## src/rtl/capture_pkg.sv

```systemverilog
// Shared types and helpers for the capture FIFO: drop counter width, occupancy
// width helper and the rotate-XOR signature step.
package capture_pkg;

   localparam int DROP_CNT_W = 8;
   // Widest data word the signature helper supports.
   localparam int SIG_MAX_W  = 64;

   typedef logic [DROP_CNT_W-1:0] drop_cnt_t;

   // Occupancy must represent 0..DEPTH inclusive.
   function automatic int cnt_width(input int depth);
      return $clog2(depth + 1);
   endfunction

   // Rotate sig left by one within 'width' bits, then XOR in data.
   function automatic logic [SIG_MAX_W-1:0] sig_next(input logic [SIG_MAX_W-1:0] sig,
                                                     input logic [SIG_MAX_W-1:0] data,
                                                     input int                   width);
      logic [SIG_MAX_W-1:0] mask;
      logic [SIG_MAX_W-1:0] rot;
      mask = (width >= SIG_MAX_W) ? '1 : ((SIG_MAX_W'(1) << width) - SIG_MAX_W'(1));
      rot  = ((sig << 1) | (sig >> (width - 1))) & mask;
      return rot ^ (data & mask);
   endfunction

endpackage

```

## src/rtl/capture_fifo_core.sv

```systemverilog
// First-word-fall-through storage with wrap-around pointers and occupancy count.
// The head reads zero whenever the FIFO is empty, including during reset.
module capture_fifo_core
   import capture_pkg::*;
#(
   parameter int WIDTH = 32,
   parameter int DEPTH = 4
) (
   input  logic                          clk,
   input  logic                          rst_n,
   input  logic                          clear,
   input  logic                          push,
   input  logic                          pop,
   input  logic [WIDTH-1:0]              in_data,
   output logic [WIDTH-1:0]              out_data,
   output logic [cnt_width(DEPTH)-1:0]   count,
   output logic                          full,
   output logic                          empty
);

   localparam int PTR_W = $clog2(DEPTH);
   localparam int CNT_W = cnt_width(DEPTH);

   logic [WIDTH-1:0] mem [DEPTH];
   logic [PTR_W-1:0] wr_ptr;
   logic [PTR_W-1:0] rd_ptr;

   always_ff @(posedge clk) begin
      if (push) mem[wr_ptr] <= in_data;
   end

   always_ff @(posedge clk or negedge rst_n) begin
      if (!rst_n) begin
         wr_ptr <= '0;
         rd_ptr <= '0;
         count  <= '0;
      end else if (clear) begin
         wr_ptr <= '0;
         rd_ptr <= '0;
         count  <= '0;
      end else begin
         if (push) wr_ptr <= wr_ptr + PTR_W'(1);
         if (pop)  rd_ptr <= rd_ptr + PTR_W'(1);
         if (push && !pop)      count <= count + CNT_W'(1);
         else if (pop && !push) count <= count - CNT_W'(1);
      end
   end

   assign empty    = (count == '0);
   assign full     = (count == CNT_W'(DEPTH));
   assign out_data = empty ? '0 : mem[rd_ptr];

endmodule

```

## src/rtl/capture_fifo.sv

```systemverilog
// Capture stage: the upstream cannot stall, so words arriving while full are
// dropped and counted; accepted words fold into a rotate-XOR signature.
module capture_fifo
   import capture_pkg::*;
#(
   parameter int WIDTH = 32,
   parameter int DEPTH = 4
) (
   input  logic                          clk,
   input  logic                          rst_n,
   input  logic                          clear,
   input  logic                          in_valid,
   input  logic [WIDTH-1:0]              in_data,
   output logic                          in_ready,
   output logic                          out_valid,
   input  logic                          out_ready,
   output logic [WIDTH-1:0]              out_data,
   output logic [cnt_width(DEPTH)-1:0]   count,
   output logic [WIDTH-1:0]              signature,
   output logic [DROP_CNT_W-1:0]         drop_cnt
);

   logic full;
   logic empty;
   logic push;
   logic pop;
   logic drop;

   // A full FIFO still accepts a word when the head leaves in the same cycle.
   assign pop  = out_valid && out_ready && !clear;
   assign push = in_valid && !clear && (!full || pop);
   assign drop = in_valid && !clear && full && !pop;

   capture_fifo_core #(.WIDTH(WIDTH), .DEPTH(DEPTH)) u_core (
      .clk      (clk),
      .rst_n    (rst_n),
      .clear    (clear),
      .push     (push),
      .pop      (pop),
      .in_data  (in_data),
      .out_data (out_data),
      .count    (count),
      .full     (full),
      .empty    (empty)
   );

   assign out_valid = !empty;
   assign in_ready  = !full;

   always_ff @(posedge clk or negedge rst_n) begin
      if (!rst_n) begin
         signature <= '0;
         drop_cnt  <= '0;
      end else if (clear) begin
         signature <= '0;
         drop_cnt  <= '0;
      end else begin
         if (push)
            signature <= WIDTH'(sig_next(SIG_MAX_W'(signature), SIG_MAX_W'(in_data), WIDTH));
         if (drop && (drop_cnt != '1))
            drop_cnt <= drop_cnt + DROP_CNT_W'(1);
      end
   end

endmodule

```

## config.mk

```make
export PLATFORM = sky130hd
export DESIGN_NAME = capture_fifo
export DESIGN_NICKNAME = d
export VERILOG_FILES = /design/src/rtl/capture_pkg.sv /design/src/rtl/capture_fifo_core.sv /design/src/rtl/capture_fifo.sv
export SDC_FILE = /design/constraint.sdc
export NUM_CORES = 1
export LEC_CHECK = 0
export ABC_AREA = 1
export CAP_MARGIN = 20
export CORE_MARGIN = 10
export CORE_UTILIZATION = 54
export DETAILED_ROUTE_END_ITERATION = 8
export GPL_TIMING_DRIVEN = 1
export PLACE_DENSITY = 0.8
export SETUP_SLACK_MARGIN = 0.3
export SYNTH_ARGS = -nofsm -noshare
export SYNTH_HDL_FRONTEND = slang
export SYNTH_SLANG_ARGS = --single-unit
```

## constraint.sdc

```tcl
create_clock -name clk -period 3.7 [get_ports clk]
set_clock_uncertainty 0.05 [all_clocks]
set_input_delay 0.37 -clock clk [delete_from_list [all_inputs] [get_ports clk]]
set_output_delay 0.37 -clock clk [all_outputs]
set_load 0.01 [all_outputs]
```

==> impl_summary.txt, run 1 <==
----------------------------------------------------
[Global routing]
  First-pass GRT wire length ... 28400 um
  Aggregate global-route resource usage ... a little under 20%
  Maximum number of pins on one net before global-route repair ... 67
  Initial antenna violation count ... 0
  Number of global-route vias before repair ... 5359
  Total congestion overflow ... 0

[STA]
  Final setup viols ... 0
  Sum of negative setup slack ... 0 ps
  Share of the cycle needed by the critical path after routing ... about 85%
  Slew at the pin with the worst max-slew slack ... 939 ps
  Final min period ... approximately 3100 ps
  Worst slew slack as a fraction of its limit ... 37.3%
  RSZ-0062 raised after global routing ... no
  Hold Vio Cnt, Final ... 0
  Fmax achieved ... approximately 320 MHz
  Setup ws final ... approximately 560 ps
  Max-slew violation count ... 0

[Status]
  Status ... complete, no violations

[Placement]
  GP Congestion ... 0.892
  Half-perimeter wire length after detailed placement ... 11400 um
  Pre-CTS setup slack ... 906 ps
  Total cell area at the placement stage ... 8740 sq um
  Port Buf Inserts ... 113

[Critical path]
  CP Class ... reg -> out
  CP Cell Sequence ... buf_4, nor2_1, nor2_1, o21ai_0, a21oi_1, clkdlybuf4s50_1
  Required time of the worst setup path ... 3280 ps
  Crit start category ... register
  Critical path peak fanout ... 44
  Highest cell delay on the worst timing path ... 640 ps
  Cell family contributing the most delay on the critical path ... buffers and inverters
  Worst R2R Setup Slack ... 1590 ps
  Master of the slowest instance on the critical path ... dfrtp_2
  Critical path buffer and inverter count ... 2
  Endpoint class of the critical path ... output port
  CP arrival ... 2720 ps
  CP most frequent cell ... nor2_1

[Synthesis]
  Netlist area before placement ... between 7000 and 8000 sq um
  Post-synth net total ... 697
  Sequential fraction of the synthesis area ... 67.3%
  Number of warnings issued by yosys ... 0
  Synth top area share ... between 50% and 60%
  Netlist cell types ... 28
  Mean Syn Cell Area ... 11.4 sq um
  Register bit total from synthesis ... 175
  Top cells by area in the synthesized netlist ... edfxtp_1, dfrtp_1, nor2_1, o21ai_0, xnor2_1
  Synth area leader ... edfxtp_1
  Number of instances in the synthesized netlist ... 654

[Floorplan]
  CORE AREA ... 13400 sq um
  Die Y ... 138 um
  Overall die width ... 138 um
  Number of cell rows ... between 40 and 50
  Initial standard-cell utilization of the core ... 55.6%
  Top-Level Pins ... 114
  Die ar. ... 18900 sq um

[Route]
  Number of optimization iterations in the first detailed-route pass ... 7
  Number of nets with antenna violations after detailed routing ... 0
  Via count ... 5278
  Violation count after the first detailed-routing iteration ... 485
  DRC violation count after routing ... 0
  Wirelength per Cell ... 18.9 um
  Total wire length ... 17900 um
  Routed vias/inst ... around 5.6

[Cells and area]
  Final Cell Area ... 9300 sq um
  Number of fill cells in the layout ... ~900
  Syn-to-layout area delta ... 24.7%
  Final-stage net count ... around 800
  Most common cell after layout, fill and taps aside ... nor2_1
  Area of combinational cells with multiple inputs ... 2150 sq um
  Diode insertion count for antenna repair ... 0
  Share of post-route cells with drive strength above 1 ... 8.27%
  Highest-count cells in the layout ignoring fill and taps ... nor2_1, edfxtp_1, clkdlybuf4s50_1
  FF/Latch Area ... 5020 sq um

[Clock network]
  Clock latency on the worst-skew pair ... 430 ps
  Total setup buffers inserted after CTS ... 0
  Hold buffers post-CTS ... 0
  CTS sink count ... 175
  CTS-repair resized insts ... 0
  Max Root-Sink Buffers ... 2
  Clock-pin slew on the worst setup and hold paths ... ~60 ps
  Clock root buffer ... clkbuf_16
  # H-tree levels ... 4
  CTS tree ... yes
  CTS buffer count ... 17

[Job]
  Max-cap violations ... 0

[Hold path]
  Class of the most critical hold timing path ... in -> async

[Power and ir drop]
  Power Density ... roughly 630 nW/um^2
  Tot Pwr ... between 5 and 6 mW
  Leak Pwr ... 3.40 nW
  Worst supply voltage drop on vdd ... roughly 0.34 mV

----------------------------------------------------
-- routing by layer --
| metal | GRT usage (%) | routed length, um | up-vias |
|---|---|---|---|
| met5 | 0 | 0 | - |
| met2 | 32.2 | 9080 | 223 |
| met3 | 5.83 | 1420 | 25 |
| li1 | - | - | 2462 |
| met1 | 23.6 | 7150 | 2568 |
| met4 | 6.50 | 279 | 0 |
-- per-stage QoR --
step / utilization, % / hold WS, ps / instances
after global placement: 65.2 / 473 / 918
after floorplan: - / 24.4 / 654
after CTS: 69.4 / 39.8 / 950
after global routing: 69.4 / 69.4 / 950
after detailed placement: 65.2 / 487 / 918
final: 69.4 / 13.0 / 950
-- power breakdown --
part           internal (mW)  switching, mW  leakage (nW)
clock network          0.981          0.702         0.265
registers               2.28          0.136          1.79
logic                  0.813          0.990          1.35
-- state kept, by name, indices dropped and copies added, names as in the netlist --
| name | cells |
|---|---|
| u_core.mem | 128 |
| signature | 32 |
| drop_cnt | 8 |
| u_core.count | 3 |
| u_core.rd_ptr | 2 |
| u_core.wr_ptr | 2 |
-- synthesized netlist by cell type --
cell	number
nor2_4	2
edfxtp_1	128
a21oi_1	35
nand2_1	43
nand3_2	1
xor2_1	2
buf_6	8
nand4_1	2
buf_1	2
o21ai_2	8
nor3_1	1
clkinv_1	1
buf_4	1
nand2_4	2
inv_1	22
nor2_1	141
nand2_2	2
dfrtp_1	47
ha_1	5
xnor2_1	35
o21ai_1	29
nand3_1	41
clkbuf_1	12
buf_2	13
inv_2	4
nand3_4	1
fa_1	1
o21ai_0	65
-- logic make-up (layout without fill, tap and decap cells) --
| kind of cell | after synthesis | count (layout) | synth area share (%) |
|---|---|---|---|
| XOR/XNOR | 37 | 37 | 4.35 |
| buffers and inverters | 63 | 183 | 4.24 |
| adder cells (fa/ha/maj) | 6 | 6 | 1.11 |
| AO/OA/AOI/OAI | 137 | 137 | 9.60 |
| AND/OR/NAND/NOR | 236 | 236 | 13.4 |
| flip-flops | 175 | 175 | 67.3 |
-- cell type report --
| class | count | area share, % |
|---|---|---|
| Sequential cell | 175 | 54.0 |
| Clock buffer | 19 | 4.66 |
| Inverter | 27 | 1.12 |
| Timing Repair Buffer | 124 | 13.4 |
| Multi-Input combinational cell | 416 | 23.1 |
| Tap cell | 176 | 2.37 |
| Clock inverter | 13 | 1.32 |
-- final timing paths --
kind                             startpoint           endpoint  cells after the start
setup / recovery           u_core.rd_ptr[0]       out_data[19]                      6
hold / removal                        rst_n      signature[19]                      2
setup reg to reg            u_core.count[2]  u_core.mem[0][29]                      7
hold reg to reg                signature[4]       signature[4]                      2
max in group asynchronous             rst_n   u_core.rd_ptr[0]                      2
min in group clk               signature[4]       signature[4]                      2
(Power assumes the default switching activity.)
==> run 2, diff against run 1 <==
- clock period: 3.7 -> 3.28 ns (I/O delays scaled with it)
==> run 2 against run 1 <==
Against the previous run: sequential cell count unchanged; die area unchanged; non-clock buffer count up 3; clock-buffer cell count up 3; clock power up 13%; power up 14%; critical endpoint is now out_data[12]; largest power group unchanged.
==> impl_summary.txt, run 2 (synthesis gave the netlist of run 1 again) <==
----------------------------------------------------
[Clock network]
  CTS tree ... yes
  Total setup buffers inserted after CTS ... 0 (unchanged)
  CTS buffer count ... 17 (unchanged)
  Clock root buffer ... clkbuf_16
  Clock latency on the worst-skew pair ... 430 ps (about the same)
  Max Root-Sink Buffers ... 2 (unchanged)
  # H-tree levels ... 4 (unchanged)
  Clock-pin slew on the worst setup and hold paths ... 60 ps (about the same)
  CTS sink count ... 175 (unchanged)

[Power and ir drop]
  Power Density ... 718 nW/um^2 (+13%)
  Sw power ... 2.11 mW (+16%)
  Clock share of power ... 28.2% (-0.3 points)
  Share of total power in combinational logic ... 31.5% (+0.9 points)
  Worst supply voltage drop on vdd ... 0.459 mV (+37%)
  Sequential share of power ... 40.2% (-0.7 points)
  Leak Pwr ... 3.42 nW (+0.63%)
  Fraction of power spent switching nets ... 31.5% (+0.49 points)
  Pint ... 4.60 mW (+13%)

[Global routing]
  First-pass GRT wire length ... 28700 um (+1.1%)
  Total congestion overflow ... 0 (unchanged)
  Maximum number of pins on one net before global-route repair ... 66 (-1.5%)
  Initial antenna violation count ... 0 (unchanged)
  Number of global-route vias before repair ... 5384 (+0.47%)
  Aggregate global-route resource usage ... 19.9% (+0.52 points)

[Route]
  Number of nets with antenna violations after detailed routing ... 0 (unchanged)
  Wire length on met1 ... 7590 um (+6.1%)
  Via count ... 5324 (+0.87%)
  Highest routed layer ... met4
  Total met3 wirelength after detailed routing ... 1470 um (+3.9%)
  Met2 routed WL ... 8950 um (-1.5%)
  DRC violation count after routing ... 0 (unchanged)
  Total wire length ... 18300 um (+2.1%)
  Wirelength per Cell ... 19.2 um (+1.7%)
  Routed vias/inst ... 5.58 (+0.45%)
  Number of optimization iterations in the first detailed-route pass ... 5 (-2)
  Violation count after the first detailed-routing iteration ... 588 (+21%)

[Floorplan]
  Top-Level Pins ... 114 (unchanged)
  Number of cell rows ... 42 (unchanged)
  CORE AREA ... 13400 sq um (unchanged)
  Initial standard-cell utilization of the core ... 55.6% (unchanged)
  Die ar. ... 18900 sq um (unchanged)
  Overall die width ... 138 um (unchanged)
  Die Y ... 138 um (unchanged)

[Critical path]
  CP Class ... reg -> out
  Endpoint class of the critical path ... output port
  Crit start category ... register
  R2R Path Start ... u_core.count[2]
  CP arrival ... 2460 ps (-260 ps)
  Required time of the worst setup path ... 2900 ps (-380 ps)
  Worst setup path startpoint ... u_core.rd_ptr[0]
  Critical path peak fanout ... 24 (-45%)

[Cells and area]
  Highest-count cells in the layout ignoring fill and taps ... nor2_1, edfxtp_1, clkdlybuf4s50_1
  Register with the most flip-flops ... u_core.mem
  Diode insertion count for antenna repair ... 0 (unchanged)
  Syn-to-layout area delta ... 25.5%
  Max reg flops ... 128 (unchanged)
  Share of post-route cells with drive strength above 1 ... 9.25% (+0.99 points)
  Largest registers ... u_core.mem: 128 flops, signature: 32 flops, drop_cnt: 8 flops
  Post-layout instance count excluding filler cells ... 954 (+0.42%)
  Final-stage net count ... 808 (+0.50%)
  Number of fill cells in the layout ... 963 (+5.0%)
  Most common cell after layout, fill and taps aside ... nor2_1

[Placement]
  Count of placed standard cells including taps ... 920 (+0.22%)
  GP Congestion ... 0.854 (-4.3%)
  Half-perimeter wire length after detailed placement ... 11400 um (+0.19%)
  Port Buf Inserts ... 113 (unchanged)

[STA]
  Sum of negative setup slack ... 0 ps (unchanged)
  Slew at the pin with the worst max-slew slack ... 529 ps (-410 ps)
  Fmax achieved ... 352 MHz
  Worst slew slack as a fraction of its limit ... 64.8% (+27 points)
  Final min period ... ~2800 ps
  Max-slew violation count ... 0 (unchanged)
  Final setup viols ... 0 (unchanged)
  RSZ-0062 raised after global routing ... no
  Fin Hold WS ... 333 ps (+320 ps)
  Share of the cycle needed by the critical path after routing ... between 80% and 90%
  Hold Vio Cnt, Final ... 0 (unchanged)

[Job]
  Max-cap violations ... 0 (unchanged)

[Hold path]
  Class of the most critical hold timing path ... in -> async

[Status]
  Status ... complete, no violations

----------------------------------------------------
-- run 2: power groups by stage --
stage | Clock [mW] | Combinational (mW) | Sequential (mW)
after floorplan | 0 | 1.01 | 2.76
after global placement | 0 | 2.03 | 2.73
after detailed placement | 0 | 2.08 | 2.74
after CTS | 1.91 | 2.14 | 2.70
after global routing | 2.01 | 2.30 | 2.72
final | 1.90 | 2.12 | 2.70
-- run 2: layout make-up --
type                       count  area [sq um]  share of cell area (%)
inverter                      27           109                    1.16
timing repair inverter         1          7.51                  0.0802
timing repair buffer         127          1290                    13.8
multi-input combinational    416          2150                    23.0
clock inverter                10          87.6                   0.936
sequential                   175          5020                    53.7
tap                          176           220                    2.35
clock buffer                  22           474                    5.07
-- run 2: per-stage QoR --
step / area [sq um] / util [%] / setup WS, ps / total power, mW
6_report: 9360 / 69.8 / 440 / 6.72
5_1_grt: 9360 / 69.8 / 338 / 7.03
4_1_cts: 9350 / 69.8 / 309 / 6.75
3_5_place_dp: 8770 / 65.4 / 652 / 4.82
3_3_place_gp: 8770 / 65.4 / 698 / 4.76
2_1_floorplan: 7460 / - / 376 / 3.77
-- run 2: critical path, stage by stage (launching register included) --
cell             delay (ps)
dfrtp_2                 420
inv_2                   300
buf_4                   330
o21ai_0                 160
a21oi_1                 230
clkdlybuf4s50_1         590
-- run 2: path summary, 6_finish.rpt --
kind                                      to  depth (start not counted)  slack [ps]
min                            signature[14]                          2         330
max                             out_data[12]                          5         440
min reg2reg                      drop_cnt[4]                          2         510
max reg2reg                u_core.mem[3][14]                          7        1070
min in group clk                 drop_cnt[4]                          2         510
max in group asynchronous   u_core.rd_ptr[0]                          3        1990
-- run 2: layer usage --
layer  global-route usage [%]  vias to the layer above
met5                        0                        -
met4                     7.61                        0
met3                     5.83                       29
met2                     32.0                      190
met1                     24.9                     2632
li1                         -                     2473
-- run 2: timing repair --
item | in CTS | in global routing
cloned | 1 | 0
hold buffers | 1 | 0
endpoints found under the hold margin | 17 | 0
setup endpoints to repair | 32 | 22
resized for setup | 2 | 2
==> run 3, diff against run 2 <==
- ABC_AREA: 1 -> 0
- CAP_MARGIN: 20 -> 25
- CELL_PAD_IN_SITES_DETAIL_PLACEMENT: unset -> 0
- CELL_PAD_IN_SITES_GLOBAL_PLACEMENT: unset -> 2
- CORE_UTILIZATION: 54 -> 39
- PLACE_DENSITY: 0.8 -> unset
- PLACE_DENSITY_LB_ADDON: unset -> 0.1
==> run 3 against run 2 <==
Against the previous run: maximum frequency increased by 4.8%; largest cell class unchanged; clock-buffer cell count decreased by 2; clock power increased by 8%; final area increased by 0.52%; synthesized area decreased by 2.1%; sequential cell count unchanged; sequential power decreased by 3%; synthesized cell count decreased by 32%; critical endpoint is now out_data[31]; critical path type unchanged; largest power group unchanged.
==> impl_summary.txt, run 3 <==
----------------------------------------------------
[Synthesis]
  Post-synth EDFFs ... 128 (unchanged)
  Most common library cells after synthesis ... edfxtp_1, dfrtp_1, and2_1
  Post-synth net total ... 488 (-30%)
  Library cell with the highest instance count after synthesis ... edfxtp_1
  Netlist area before placement ... 7300 sq um (-2.1%)
  Most used flip-flop cell after synthesis ... edfxtp_1
  Synth area leader ... edfxtp_1
  Synth top area share ... 52.7% (+1.1 points)
  Register bit total from synthesis ... 175 (unchanged)
  Sequential fraction of the synthesis area ... 68.8% (+1.5 points)
  Mean Syn Cell Area ... 16.4 sq um (+44%)
  Share of flip-flops with an asynchronous set or reset ... 26.9% (unchanged)
  Number of instances in the synthesized netlist ... 445 (-32%)
  Number of warnings issued by yosys ... 0 (unchanged)
  Netlist cell types ... 37 (+32%)
  Top cells by area in the synthesized netlist ... edfxtp_1, dfrtp_1, mux4_2, xnor2_1, and2_1

[Route]
  Wirelength per Cell ... 20.4 um (+6.6%)
  Number of nets with antenna violations after detailed routing ... 0 (unchanged)
  Violation count after the first detailed-routing iteration ... 219 (-63%)
  DRC violation count after routing ... 0 (unchanged)
  Number of optimization iterations in the first detailed-route pass ... 5 (unchanged)
  Via count ... 4129 (-22%)
  Routed vias/inst ... 5.10 (-8.5%)
  Total wire length ... 16500 um (-9.6%)

[Clock network]
  # H-tree levels ... 4 (unchanged)
  Clock root buffer ... clkbuf_16
  Clock-pin slew on the worst setup and hold paths ... 70 ps (about the same)
  CTS sink count ... 175 (unchanged)
  CTS buffer count ... 17 (unchanged)
  CTS tree ... yes
  Clock latency on the worst-skew pair ... 420 ps (about the same)
  Max Root-Sink Buffers ... 2 (unchanged)

[Cells and area]
  Register with the most flip-flops ... u_core.mem
  Post-layout instance count excluding filler cells ... 809 (-15%)
  Final Cell Area ... 9410 sq um (+0.52%)
  Highest-count cells in the layout ignoring fill and taps ... edfxtp_1, clkdlybuf4s50_1, dfrtp_1
  Diode insertion count for antenna repair ... 0 (unchanged)
  Max reg flops ... 128 (unchanged)
  Number of fill cells in the layout ... 1520 (+58%)
  Share of post-route cells with drive strength above 1 ... 16.0% (+6.8 points)
  Most common cell after layout, fill and taps aside ... edfxtp_1
  Largest registers ... u_core.mem: 128 flops, signature: 32 flops, drop_cnt: 8 flops
  Syn-to-layout area delta ... 28.9%
  Final-stage net count ... 610 (-25%)

[Global routing]
  First-pass GRT wire length ... 25900 um (-9.6%)
  Total congestion overflow ... 0 (unchanged)
  Number of global-route vias before repair ... 4413 (-18%)
  Maximum number of pins on one net before global-route repair ... 53 (-20%)
  Aggregate global-route resource usage ... 13.9% (-6.0 points)
  Initial antenna violation count ... 0 (unchanged)

[STA]
  RSZ-0062 raised after global routing ... no
  Final min period ... 2710 ps (-131 ps)
  Sum of negative setup slack ... 0 ps (unchanged)
  Final setup viols ... 0 (unchanged)
  Worst slew slack as a fraction of its limit ... 65.4% (+0.64 points)
  Max-slew violation count ... 0 (unchanged)
  Fmax achieved ... 369 MHz (+4.8%)
  Slew at the pin with the worst max-slew slack ... 519 ps (-9.54 ps)
  Hold Vio Cnt, Final ... 0 (unchanged)
  Share of the cycle needed by the critical path after routing ... 82.6% (-4.0 points)

[Power and ir drop]
  Leak Pwr ... 3.18 nW (-6.9%)
  Worst supply voltage drop on vdd ... 0.414 mV (-10%)
  Power Density ... 664 nW/um^2 (-7.5%)

[Floorplan]
  Initial standard-cell utilization of the core ... 40.1% (-16 points)
  Top-Level Pins ... 114 (unchanged)
  Die ar. ... 24600 sq um (+30%)
  Overall die width ... 157 um (+14%)
  Die Y ... 157 um (+14%)
  Number of cell rows ... 49 (+17%)
  CORE AREA ... 18200 sq um (+36%)

[Job]
  Max-cap violations ... 0 (unchanged)

[Placement]
  Total cell area at the placement stage ... 8780 sq um (+0.11%)
  Port Buf Inserts ... 113 (unchanged)
  Count of placed standard cells including taps ... 775 (-16%)
  Half-perimeter wire length after detailed placement ... 11100 um (-3.3%)
  GP Congestion ... 0.710 (-17%)

[Critical path]
  CP arrival ... 2330 ps (-130 ps)
  CP Class ... reg -> out
  Required time of the worst setup path ... 2900 ps (about the same)
  Crit start category ... register
  Endpoint class of the critical path ... output port
  Critical path peak fanout ... 20 (-17%)

[Hold path]
  Class of the most critical hold timing path ... in -> async

[Status]
  Status ... complete, no violations

----------------------------------------------------
## run 3: final cells by class
cell class | instances | area [sq um] | area share [%]
Clock buffer | 20 | 447 | 4.75
Inverter | 7 | 26.3 | 0.279
Sequential cell | 175 | 5020 | 53.4
Timing Repair Buffer | 129 | 1320 | 14.0
Multi-Input combinational cell | 237 | 2150 | 22.8
Tap cell | 229 | 287 | 3.05
Clock inverter | 12 | 160 | 1.70
## run 3: kinds of logic after synthesis
| family | after synthesis | synth area share, % |
|---|---|---|
| flops | 175 | 68.8 |
| simple gates | 108 | 9.26 |
| compound gates | 51 | 4.08 |
| xor+xnor | 37 | 4.44 |
| mux | 35 | 10.3 |
| buf+inv | 33 | 1.99 |
| fa+ha+maj | 6 | 1.13 |
## run 3: stage by stage
stage	total power [mW]	hold WS [ps]	setup WS [ps]	utilization [%]
after detailed placement	4.27	277	376	48.2
final	6.24	347	571	51.7
after floorplan	3.45	-17.6	678	-
after global routing	6.53	405	487	51.7
after CTS	6.33	355	330	51.6
after global placement	4.26	278	448	48.2
## run 3: critical path, stage by stage, from the launching register on
cell	delay [ps]
dfrtp_2	650
buf_12	240
mux4_2	320
and2_1	170
clkdlybuf4s50_1	510
## run 3: power by group
group	switching [mW]	total (mW)	internal [mW]
clock network	0.827	2.05	1.22
registers	0.111	2.62	2.51
logic	0.684	1.57	0.887
## run 3: what timing repair did
| item | in CTS | in global routing |
|---|---|---|
| gates resized for setup | 0 | 1 |
| hold endpoints to repair | 19 | 0 |
| setup buffers | 0 | 1 |
| endpoints found under the setup margin | 0 | 2 |
| hold buffers | 1 | 0 |
## run 3: final timing paths
path,start,endpoint,slack [ps],cells after the start
max,u_core.rd_ptr[1],out_data[31],570,4
min,rst_n,signature[27],350,2
max in group asynchronous,rst_n,u_core.rd_ptr[0],2010,3
min in group clk,clear,u_core.rd_ptr[1],430,3
max reg2reg,u_core.count[1],u_core.count[2],810,8
min reg2reg,drop_cnt[6],drop_cnt[6],460,1
## run 3: metal layers
layer / share of wire [%] / vias up / global-route usage (%)
met5: 0 / - / 0
met2: 50 / 91 / 23.0
met4: 1.1 / 0 / 4.31
li1: - / 1923 / -
met3: 4.8 / 14 / 3.56
met1: 44 / 2101 / 17.4
